<file path="src/rtl/alu_op_sequencer.sv">
// ============================================================================
// alu_op_sequencer : captures A, B and opcode on load strobes, primes the ALU
//                    opcode lines, waits a settle window and registers ALU F.
// Revision        : 1.0
// ============================================================================
`default_nettype none

module alu_op_sequencer #(
  parameter int DW     = 2,
  parameter int FW     = 3,
  parameter int SETTLE = 2
) (
  input  logic          clk,
  input  logic          rst,
  input  logic [DW-1:0] sw_in,
  input  logic [2:0]    op_in,
  input  logic          load,
  input  logic          res_ack,
  output logic          alu_c,
  output logic [1:0]    alu_s,
  output logic [DW-1:0] alu_a,
  output logic [DW-1:0] alu_b,
  input  logic [FW-1:0] alu_f,
  output logic [FW-1:0] result,
  output logic          res_valid,
  output logic          busy,
  output logic [1:0]    step
);

  localparam int CW = 4;

  typedef enum logic [2:0] {
    S_IDLE   = 3'd0,
    S_HAVE_A = 3'd1,
    S_HAVE_B = 3'd2,
    S_PRIME  = 3'd3,
    S_SETTLE = 3'd4,
    S_DONE   = 3'd5
  } state_t;

  state_t        state_q;
  logic [2:0]    opreg_q;
  logic [2:0]    op_lines_q;
  logic [DW-1:0] a_q;
  logic [DW-1:0] b_q;
  logic [CW-1:0] cnt_q;
  logic [FW-1:0] result_q;
  logic          valid_q;
  logic          busy_q;
  logic [1:0]    step_q;

  // step/busy are updated alongside each transition so they track the state
  // without an extra cycle of lag.
  always_ff @(posedge clk) begin
    if (rst) begin
      state_q    <= S_IDLE;
      opreg_q    <= '0;
      op_lines_q <= '0;
      a_q        <= '0;
      b_q        <= '0;
      cnt_q      <= '0;
      result_q   <= '0;
      valid_q    <= 1'b0;
      busy_q     <= 1'b0;
      step_q     <= 2'd0;
    end else begin
      case (state_q)
        S_IDLE: begin
          if (load) begin
            a_q     <= sw_in;
            state_q <= S_HAVE_A;
            step_q  <= 2'd1;
          end
        end
        S_HAVE_A: begin
          if (load) begin
            b_q     <= sw_in;
            state_q <= S_HAVE_B;
            step_q  <= 2'd2;
          end
        end
        S_HAVE_B: begin
          if (load) begin
            // Drive the complement first so the ALU always sees an opcode edge.
            opreg_q    <= op_in;
            op_lines_q <= ~op_in;
            state_q    <= S_PRIME;
            step_q     <= 2'd3;
            busy_q     <= 1'b1;
          end
        end
        S_PRIME: begin
          op_lines_q <= opreg_q;
          cnt_q      <= CW'(SETTLE - 1);
          state_q    <= S_SETTLE;
        end
        S_SETTLE: begin
          if (cnt_q != '0) begin
            cnt_q <= cnt_q - 1'b1;
          end else begin
            result_q <= alu_f;
            valid_q  <= 1'b1;
            busy_q   <= 1'b0;
            state_q  <= S_DONE;
          end
        end
        S_DONE: begin
          if (load) begin
            valid_q <= 1'b0;
            a_q     <= sw_in;
            state_q <= S_HAVE_A;
            step_q  <= 2'd1;
          end else if (res_ack) begin
            valid_q <= 1'b0;
            state_q <= S_IDLE;
            step_q  <= 2'd0;
          end
        end
        default: begin
          state_q <= S_IDLE;
          valid_q <= 1'b0;
          busy_q  <= 1'b0;
          step_q  <= 2'd0;
        end
      endcase
    end
  end

  assign alu_c     = op_lines_q[2];
  assign alu_s     = op_lines_q[1:0];
  assign alu_a     = a_q;
  assign alu_b     = b_q;
  assign result    = result_q;
  assign res_valid = valid_q;
  assign busy      = busy_q;
  assign step      = step_q;

endmodule

`default_nettype wire
</file>
<file path="config.mk">
export PLATFORM = sky130hd
export DESIGN_NAME = alu_op_sequencer
export DESIGN_NICKNAME = d
export VERILOG_FILES = /design/src/rtl/alu_op_sequencer.sv
export SDC_FILE = /design/constraint.sdc
export NUM_CORES = 1
export LEC_CHECK = 0
export BUFFER_PORTS_ARGS = -buffer_cell sky130_fd_sc_hd__buf_4
export CAP_MARGIN = 5
export CELL_PAD_IN_SITES_DETAIL_PLACEMENT = 1
export CELL_PAD_IN_SITES_GLOBAL_PLACEMENT = 1
export CORE_UTILIZATION = 44
export CTS_BUF_LIST = sky130_fd_sc_hd__clkbuf_2 sky130_fd_sc_hd__clkbuf_4 sky130_fd_sc_hd__clkbuf_8
export DETAILED_ROUTE_END_ITERATION = 8
export PLACE_DENSITY = 0.84
export SLEW_MARGIN = 20
export SYNTH_ARGS = -nofsm -noshare
export SYNTH_HDL_FRONTEND = slang
export SYNTH_SLANG_ARGS = --single-unit
</file>
<file path="constraint.sdc">
create_clock -name clk -period 2.31 [get_ports clk]
set_input_delay 0.462 -clock clk [delete_from_list [all_inputs] [get_ports clk]]
set_output_delay 0.462 -clock clk [all_outputs]
set_load 0.03 [all_outputs]
</file>
==> flow_summary.yaml <==
routing:
  wl_per_cell_um: 14.5
  vias_per_cell: 5.43
  drcViolationCount: 0
  ant_nets: 0
  routed_wl_mm: 2.48
  dr.pass1.iters: 4
  drtIter0Drc: 19
  vias: 928
hold_path:
  hp-class: "in -> reg"
synthesis:
  post_synth_num_cell_types: 35
  muxShareOfSynthArea: 0.109
  yosysMostFrequentCell: "dfxtp_1"
  syn-mean-instance-area_sq_um: 9.06
  ys.flop_type: "dfxtp_1"
  ys_warn_count: 0
  ys_seq_area_frac: 0.431
  synth_top_area_frac: 0.431
  ys_seq_elements: 24
  synth_top_cells_by_area: "dfxtp_1, mux2i_1, nor2_1"
  synthArstFlopShare: 0
  synth.net_count: 137
  synthTopCellsByCount: "dfxtp_1, nor2_1, mux2i_1, a21oi_1"
  synthAdderAreaFrac: 0.0224
  synth_edf_count: 0
  synth_top_family_by_area: "simple AND/OR/NAND/NOR gates"
  syn-cell-area_sq_um: 1110
  synth_compound_gate_area_share: 0.135
  synthXorXnorAreaFrac: 0.0236
  yosys.area.top_type: "dfxtp_1"
  synthCells: 123
  yosys.area_share.simple: 0.232
clock_network:
  ctsHtreeMaxLevel: 1
  cts_sinks: 24
  hold_buffers: 0
  cts_setup_buffers: 0
  clockRootBuffer: "clkbuf_4"
  insertion_delay_ns: 0.31
  path_clk_slew_ns: 0.13
  cts.repair.resized: 0
  cts_buffer_depth: 2
  cts_buffers: 3
  cts_tree: "done"
setup_path:
  worstSetupPathType: "reg -> reg"
  cp-start-kind: "register"
  worstPathMaxFanout: 4
  critPathCaptureType: "register"
  cpPeakStageDelay_ns: 0.42
  slowest_stage: "or3b_1"
  critical_path.n_buffers_inverters: 1
  cp.required_ns: 2.51
  cp_top_family: "simple AND/OR/NAND/NOR gates"
  worstPathArrival_ns: 1.93
  cp_cell_sequence: "inv_1 -> ha_1 -> or3b_1 -> nand2b_1 -> mux2i_1 -> nor2_1"
floorplanning:
  ios: 26
  die_w_um: 52.3
  coreArea_sq_um: 2300
  dieArea_sq_um: 2740
  rows: 17
  initial_core_util: 0.485
  die_y_um: 52.3
placed_design:
  gp_congestion: 0.723
  dp_hpwl_mm: 1.82
  postPlaceCellArea_sq_um: 1300
  io_buffer_count: 25
layout:
  fill_cells: 287
  utilization: 0.577
  area_growth_pct: 19.0
  diodes: 0
  final_nets: 159
  final_area_sq_um: 1330
  regArea_sq_um: 480
  multi_input_comb_area_sq_um: 582
  drive_above_1_share: 0.231
sta:
  fmax_ghz: 0.576
  finalSetupTns_ns: 0
  slew_headroom: 0.651
  slew_viol_final: 0
  worst_pin_slew_ns: 0.523
  fin_crit_ns: 1.74
  finClkSkew_ns: 0.0154
  rsz0062_at_grt: "false"
  fin_crit_sh: 0.752
  final-setup-viol-count: 0
  hold_viol_final: 0
global_route:
  first_global_vias: 988
  antenna_found_initial: 0
  grt_usage: 0.208
  grt_pass1_wl_mm: 4.20
  grt_start_max_net_pins: 27
  grt-ovfl-total: 0
pwr:
  leakagePower_uw: 0.000560
  powerDensity_nw_per_um2: 570
  netSwitchingPower_uw: 206
  power.share.combinational: 0.167
  power.share.switching: 0.273
  pwr-share-clk: 0.237
  finalPower_uw: 755
  seqPwrFrac: 0.596
  peakVddDrop_uv: 348
  p_int_uw: 549
run:
  maxCapViolations: 0
outcome:
  status: "complete, no violations"
final timing paths:
check                 from         to  slack [ns]  cells after the start
setup / recovery  cnt_q[0]  result[2]        0.57                      6
hold / removal    alu_f[1]  result[1]        0.38                      3
setup reg to reg  cnt_q[0]  result[2]        0.57                      6
hold reg to reg   alu_b[1]   alu_b[1]        0.52                      2
logic make-up after synthesis:
group | after synthesis
and+or+nand+nor | 48
AOI/OAI and AO/OA | 21
adders and majority gates | 2
DFF | 24
buffers and inverters | 13
muxes | 12
xor gates and xnor gates | 3
sequential cells by signal, indices dropped and copies added (netlist names), 2 cells and up:
name	flops
step	2
state_q	3
result	3
opreg_q	3
cnt_q	4
alu_b	2
alu_a	2
op_lines_q	3
worst reg2reg max path, cell delays in order (launching register included):
cell	delay, ns
dfxtp_1	0.36
inv_1	0.11
ha_1	0.19
or3b_1	0.42
nand2b_1	0.29
mux2i_1	0.21
nor2_1	0.05
cells in the final DEF (no fill, tap or decap):
cell type	synthesis	layout
buf_4	0	25
dfxtp_1	24	24
nor2_1	19	19
mux2i_1	11	11
a21oi_1	6	6
nand2b_1	5	5
nor3_1	5	5
inv_1	4	4
nor2b_1	4	4
a221oi_1	4	4
nand3_1	4	4
nand2_1	3	3
clkbuf_4	0	3
xor2_1	2	2
a31o_1	2	2
a21o_1	2	2
ha_1	2	2
and4bb_1	1	1
and3b_1	1	1
nor3_2	1	1
or3b_1	1	1
nor3b_2	1	1
inv_2	1	1
or4_1	1	1
nor4b_1	1	1
o21ai_1	1	1
or2_2	1	1
xnor2_1	1	1
o21ai_0	1	1
mux2_1	1	1
a211oi_1	1	1
a31o_2	1	1
a2111oi_0	1	1
a221o_1	1	1
o31ai_1	1	1
layer usage:
layer,routed length [um],GRT usage,vias to the layer above,part of all wire
met1,1130,0.241,440,0.45
met4,16,0.0789,0,0.0064
li1,-,-,474,-
met3,49,0.0261,2,0.020
met5,0,0,-,0
met2,1290,0.382,12,0.52
per-stage QoR:
stage,std cells,worst slack (ns),hold slack (ns)
final,171,0.573,0.377
after global routing,171,0.424,0.382
after CTS,171,0.557,0.376
after detailed placement,168,0.598,0.488
after global placement,168,0.689,0.475
after floorplan,123,0.806,0.460
layout make-up:
cell class / instances / share of cell area
Clock buffer: 3 / 0.0170
Inverter: 5 / 0.0142
Multi-Input combinational cell: 86 / 0.439
Sequential cell: 24 / 0.362
Tap cell: 28 / 0.0264
Timing Repair Buffer: 25 / 0.142
power by group through the flow:
stage          logic (uW)  clock network [uW]  registers (uW)
2_1_floorplan        71.8                   0             469
3_3_place_gp          123                   0             459
3_5_place_dp          127                   0             460
4_1_cts               128                 186             451
5_1_grt               139                 200             454
6_report              126                 179             450
(Power assumes the default switching activity.)
